File: src/rtl/cordic_pkg.sv
// cordic_pkg: shared FSM state type and quadrant-fold bit offsets for the CORDIC NCO front end.
package cordic_pkg;
  typedef enum logic [1:0] {IDLE, RUN, DONE} state_e;
  localparam int FOLD_SIGN_OFS = 1;
  localparam int FOLD_QUAD_OFS = 2;
endpackage

File: src/rtl/cordic_quadrant_fold.sv
// cordic_quadrant_fold: folds a [-pi,pi) angle into [-pi/2,pi/2) for CORDIC rotation.
//   raw : AW-bit signed angle in
//   ao  : folded angle out, always within [-0.5,0.5)
//   neg : high when the start vector must be negated (-AMP on x)
module cordic_quadrant_fold import cordic_pkg::*; #(
  parameter int AW = 16
) (
  input  logic [AW-1:0] raw,
  output logic [AW-1:0] ao,
  output logic          neg
);
  always_comb begin
    neg = raw[AW-FOLD_SIGN_OFS] ^ raw[AW-FOLD_QUAD_OFS];
    ao = neg ? {~raw[AW-1], raw[AW-2:0]} : raw;
  end
endmodule

File: src/rtl/cordic_nco_front.sv
// cordic_nco_front: phase-accumulator NCO producing folded CORDIC (x,y,angle) inputs in bursts.
//   clk, rst        : clock, synchronous active-high reset
//   cfg_we/fcw/poff : load frequency control word and phase offset
//   start/count     : begin a burst of count samples (0 = continuous); stop aborts
//   busy/done       : high in RUN / one-cycle pulse at burst end
//   xo/yo/ao/ovalid : registered sample output, held while ovalid && !oready
module cordic_nco_front import cordic_pkg::*; #(
  parameter int DW  = 16,
  parameter int AW  = 16,
  parameter int PW  = 32,
  parameter int CW  = 16,
  parameter int AMP = 30000
) (
  input  logic          clk,
  input  logic          rst,
  input  logic          cfg_we,
  input  logic [PW-1:0] fcw,
  input  logic [AW-1:0] poff,
  input  logic          start,
  input  logic [CW-1:0] count,
  input  logic          stop,
  output logic          busy,
  output logic          done,
  output logic [DW-1:0] xo,
  output logic [DW-1:0] yo,
  output logic [AW-1:0] ao,
  output logic          ovalid,
  input  logic          oready
);
  localparam logic [DW-1:0] AMP_V = DW'(AMP);
  state_e state_q, state_d;
  logic [PW-1:0] acc_q, acc_d, fcw_q, fcw_d, acc_src;
  logic [AW-1:0] poff_q, poff_d, ao_q, ao_d, raw, fold_ao;
  logic [CW-1:0] rem_q, rem_d, base;
  logic [DW-1:0] xo_q, xo_d;
  logic last_q, last_d, ovalid_q, ovalid_d, busy_q, busy_d, done_q, done_d;
  logic start_ok, run, gen, fold_neg;
  // A start restarts the accumulator at zero, and the first sample is generated on that same edge.
  assign start_ok = state_q == IDLE && start;
  assign acc_src = start_ok ? '0 : acc_q;
  assign raw = acc_src[PW-1 -: AW] + poff_q;
  cordic_quadrant_fold #(.AW(AW)) u_fold (.raw(raw), .ao(fold_ao), .neg(fold_neg));
  always_comb begin
    run = state_q == RUN;
    gen = (!ovalid_q || oready) && (start_ok || (run && !last_q && !stop));
    acc_d = gen ? acc_src + fcw_q : acc_src;
    base = start_ok ? count : rem_q;
    rem_d = (gen && base != '0) ? base - CW'(1) : base;
    // last marks that the pending output is the final sample of a counted burst
    last_d = (start_ok || run) && ((run && last_q) || (gen && base == CW'(1)));
    fcw_d = cfg_we ? fcw : fcw_q;
    poff_d = cfg_we ? poff : poff_q;
    state_d = start_ok ? RUN
            : (run && (stop || (last_q && ovalid_q && oready))) ? DONE
            : state_q == DONE ? IDLE : state_q;
    ovalid_d = gen || (ovalid_q && !oready);
    ao_d = gen ? fold_ao : ao_q;
    xo_d = gen ? (fold_neg ? -AMP_V : AMP_V) : xo_q;
    busy_d = state_d == RUN;
    done_d = state_d == DONE;
  end
  always_ff @(posedge clk) begin
    if (rst) begin
      state_q <= IDLE;
      acc_q <= '0;
      fcw_q <= '0;
      poff_q <= '0;
      rem_q <= '0;
      last_q <= 1'b0;
      ovalid_q <= 1'b0;
      ao_q <= '0;
      xo_q <= '0;
      busy_q <= 1'b0;
      done_q <= 1'b0;
    end else begin
      state_q <= state_d;
      acc_q <= acc_d;
      fcw_q <= fcw_d;
      poff_q <= poff_d;
      rem_q <= rem_d;
      last_q <= last_d;
      ovalid_q <= ovalid_d;
      ao_q <= ao_d;
      xo_q <= xo_d;
      busy_q <= busy_d;
      done_q <= done_d;
    end
  end
  assign busy = busy_q;
  assign done = done_q;
  assign xo = xo_q;
  assign yo = '0;
  assign ao = ao_q;
  assign ovalid = ovalid_q;
endmodule

File: config.mk
export PLATFORM = sky130hd
export DESIGN_NAME = cordic_nco_front
export DESIGN_NICKNAME = d
export VERILOG_FILES = /design/src/rtl/cordic_pkg.sv /design/src/rtl/cordic_quadrant_fold.sv /design/src/rtl/cordic_nco_front.sv
export SDC_FILE = /design/constraint.sdc
export NUM_CORES = 1
export LEC_CHECK = 0
export ABC_AREA = 1
export BUFFER_PORTS_ARGS = -buffer_cell sky130_fd_sc_hd__buf_2
export CAP_MARGIN = 25
export CORE_MARGIN = 1
export CORE_UTILIZATION = 55
export DETAILED_ROUTE_END_ITERATION = 10
export PLACE_DENSITY = 0.77
export SYNTH_ARGS = -nofsm -noshare
export SYNTH_HDL_FRONTEND = slang
export SYNTH_SLANG_ARGS = --single-unit
File: constraint.sdc
create_clock -name clk -period 7.8 [get_ports clk]
set_input_delay 1.17 -clock clk [delete_from_list [all_inputs] [get_ports clk]]
set_output_delay 1.17 -clock clk [all_outputs]
set_load 0.02 [all_outputs]
==> impl_metrics.env <==
export IMPL_status="completed"
export IMPL_track_usage=0.2717
export IMPL_max_freq_mhz=241.0
export IMPL_cp_arrival_ns=4.46
export IMPL_gp_congestion=0.9377
export IMPL_syn_area_per_cell_um2=6.409
export IMPL_async_reset_ff_frac=0
export IMPL_cts_htree_levels=4
export IMPL_slew_headroom=0.5016
export IMPL_area_growth_pct=14.02
export IMPL_cpPeakStageDelay_ns=0.44
export IMPL_yosysSeqAreaShare=0.3062
export IMPL_synth_common_cells="nand2_1 (255), nor2_1 (178), inv_1 (153), dfxtp_1 (120), a21oi_1 (114)"
export IMPL_clock_sinks=120
export IMPL_via_per_inst=5.142
export IMPL_multi_input_area_um2=4483
export IMPL_fin_tns_setup_ns=0
export IMPL_ys_ff_latch=120
export IMPL_grt_pass1_vias=6971
export IMPL_synth_cell_types=44
export IMPL_min_path_type="flip-flop to flip-flop"
export IMPL_p_per_area_nw_per_um2=235.1
export IMPL_synth_warnings=0
export IMPL_worstPathMaxFanout=59
export IMPL_synth_top_area_share=0.3062
export IMPL_pin_count=121
export IMPL_rrSetupSlack_ns=4.02
export IMPL_skew_ns=0.006519
export IMPL_n_fill_cell=1303
export IMPL_tightest_slew_ns=0.7470
export IMPL_path_cells="buf_2, nand2_4, inv_2, nor2_1, ha_1, fa_1, nand3_1, nand3_1, a21boi_0, o21bai_1, nand2_1, nand2_1, nand3_1, nand3_1, nand2_1, nand2_1, o21ai_1, inv_1"
export IMPL_initial_core_util=0.5652
export IMPL_tritoncts="done"
export IMPL_cts_inserted_buffers=17
export IMPL_finalWirelength_um=18980
export IMPL_num_vias=7661
export IMPL_antenna_left=0
export IMPL_end_kind="flip-flop"
export IMPL_irDropWorstVdd_mv=0.1897
export IMPL_drtPass1Iterations=5
export IMPL_synth_edf_count=0
export IMPL_diodes=0
export IMPL_drive_gt1_frac=0.1313
export IMPL_cp_top_family="simple AND/OR/NAND/NOR gates"
export IMPL_cap_viol_max_count=0
export IMPL_layout_area_seq_um2=2402
export IMPL_dp_hpwl_um=13320
export IMPL_drtIter0Drc=530
export IMPL_drv_slew=0
export IMPL_routedWlPerCell_um=12.74
export IMPL_fp_dieW_um=121.4
export IMPL_critPathSlowestCell="inv_2"
export IMPL_min_period_over_period=0.5319
export IMPL_cp_required_ns=8.11
export IMPL_grt_pass1_wl_um=31650
export IMPL_dp_cells=1458
export IMPL_finalHoldViolCount=0
export IMPL_core_area_um2=13880
export IMPL_num_rows=43
export IMPL_dieArea_um2=14750
export IMPL_critPathKind="input port to flip-flop"
export IMPL_cp_start_kind="input port"
export IMPL_instances_no_fill=1490
export IMPL_rsz0062_at_grt="false"
export IMPL_path_clk_slew_ns=0.06
export IMPL_timing_final_crit_period_ns=4.149
export IMPL_grt_overflow=0
export IMPL_clk_insertion_delay_late_ns=0.42
export IMPL_synth_top_cells_by_area="dfxtp_1 (31%), nand2_1 (12%), nor2_1 (8.5%), inv_1 (7.3%), a21oi_1 (7.3%)"
export IMPL_post_cts_buffers=0
export IMPL_setup_violations_final=0
export IMPL_fin_nets=1402
export IMPL_ctsHoldBuffers=0
export IMPL_cts_resized=0
export IMPL_synth_top_cell_by_area="dfxtp_1"
export IMPL_syn_area_um2=7845
export IMPL_p_leak_nw=4.764
export IMPL_cts_max_path_buffers=2
export IMPL_antenna_found_initial=0
export IMPL_die_y_um=121.4
export IMPL_clockRootBuffer="clkbuf_16"
export IMPL_drc=0
export IMPL_yosysMostFrequentCell="nand2_1"
export IMPL_grt_max_degree=62
export IMPL_path_buf_inv=3
export IMPL_ys_flop_type="dfxtp_1"
export IMPL_netlist_instances=1224
export IMPL_io_buffers=100
-- path summary, 6_finish.rpt --
path | from | endpoint | cells after the start
worst min register to register | xo[4] | xo[4] | 2
worst max-delay path | start | acc_q[30] | 18
worst min-delay path | xo[4] | xo[4] | 2
worst max register to register | state_q[1] | acc_q[30] | 18
-- where the power goes --
group          switching [mW]  internal, mW  total (mW)  leakage, nW
registers              0.0272         0.677       0.704        0.994
clock network           0.297         0.601       0.898        0.320
logic                   0.337         0.164       0.501         3.45
-- cells by family (layout without fill, tap and decap cells) --
family | count (synthesis) | in the layout | synth area share
other cells | 1 | 20 | 0.0004780
buf+inv | 236 | 303 | 0.1329
fa+ha+maj | 35 | 35 | 0.05678
flops | 120 | 120 | 0.3062
compound gates | 261 | 261 | 0.1764
xor+xnor | 45 | 45 | 0.05024
simple gates | 526 | 526 | 0.2770
-- metal layers --
metal	vias to the layer above	part of all wire	GRT usage
met2	180	0.47	0.4528
met3	35	0.043	0.04981
met4	0	0.022	0.1049
met5	-	0	0
li1	4010	-	-
met1	3436	0.47	0.3455
-- layout by cell type (no fill, tap or decap), drive strengths merged --
cell type / synthesis / final
xnor2: 10 / 10
bufinv: 0 / 6
conb: 1 / 20
buf: 44 / 105
clkinvlp: 0 / 3
nor4: 2 / 2
or2: 5 / 5
fa: 1 / 1
nor3: 14 / 14
a21oi: 114 / 114
nand4: 9 / 9
clkinv: 1 / 4
o21ai: 128 / 128
nand2: 259 / 259
nor2: 181 / 181
dfxtp: 120 / 120
a21o: 1 / 1
nand3: 54 / 54
a21boi: 3 / 3
o21a: 3 / 3
and2: 1 / 1
o21bai: 6 / 6
o211ai: 2 / 2
and3: 1 / 1
clkbuf: 26 / 17
inv: 165 / 168
o31ai: 3 / 3
a31oi: 1 / 1
ha: 34 / 34
xor2: 35 / 35
-- flip-flops by register name (all words and copies together) (netlist names) --
| name | flops |
|---|---|
| fcw_q | 32 |
| last_q | 1 |
| ovalid | 1 |
| done | 1 |
| ao | 15 |
| busy | 1 |
| xo | 3 |
| state_q | 2 |
| poff_q | 16 |
| rem_q | 16 |
| acc_q | 32 |
-- cell type report --
cell class | count | share of cell area
clock buffer | 17 | 0.04756
sequential | 120 | 0.2686
clock inverter | 15 | 0.02770
timing repair buffer | 105 | 0.06015
multi-input combinational | 887 | 0.5012
tap | 180 | 0.02518
inverter | 166 | 0.06966
-- per-stage QoR --
step	total power [mW]	setup slack, ns	utilization	instance area, um2	hold WS (ns)
global placement	1.202	3.444	0.5959	8272	0.4548
global route	2.212	3.392	0.6444	8945	0.5065
finish	2.103	3.651	0.6444	8945	0.4700
detailed placement	1.208	3.328	0.5959	8272	0.4640
floorplan	1.108	4.276	-	7916	0.4487
CTS	2.107	3.708	0.6444	8945	0.4769
-- worst register-to-register path, delay by kind of cell (launching register included) --
| kind | cells | cell delay, ns |
|---|---|---|
| buffers and inverters | 2 | 0.50 |
| AOI/OAI and AO/OA | 3 | 0.75 |
| and+or+nand+nor | 11 | 1.44 |
| adders and majority gates | 2 | 0.63 |
| DFF | 1 | 0.33 |
(Power assumes the default switching activity.)
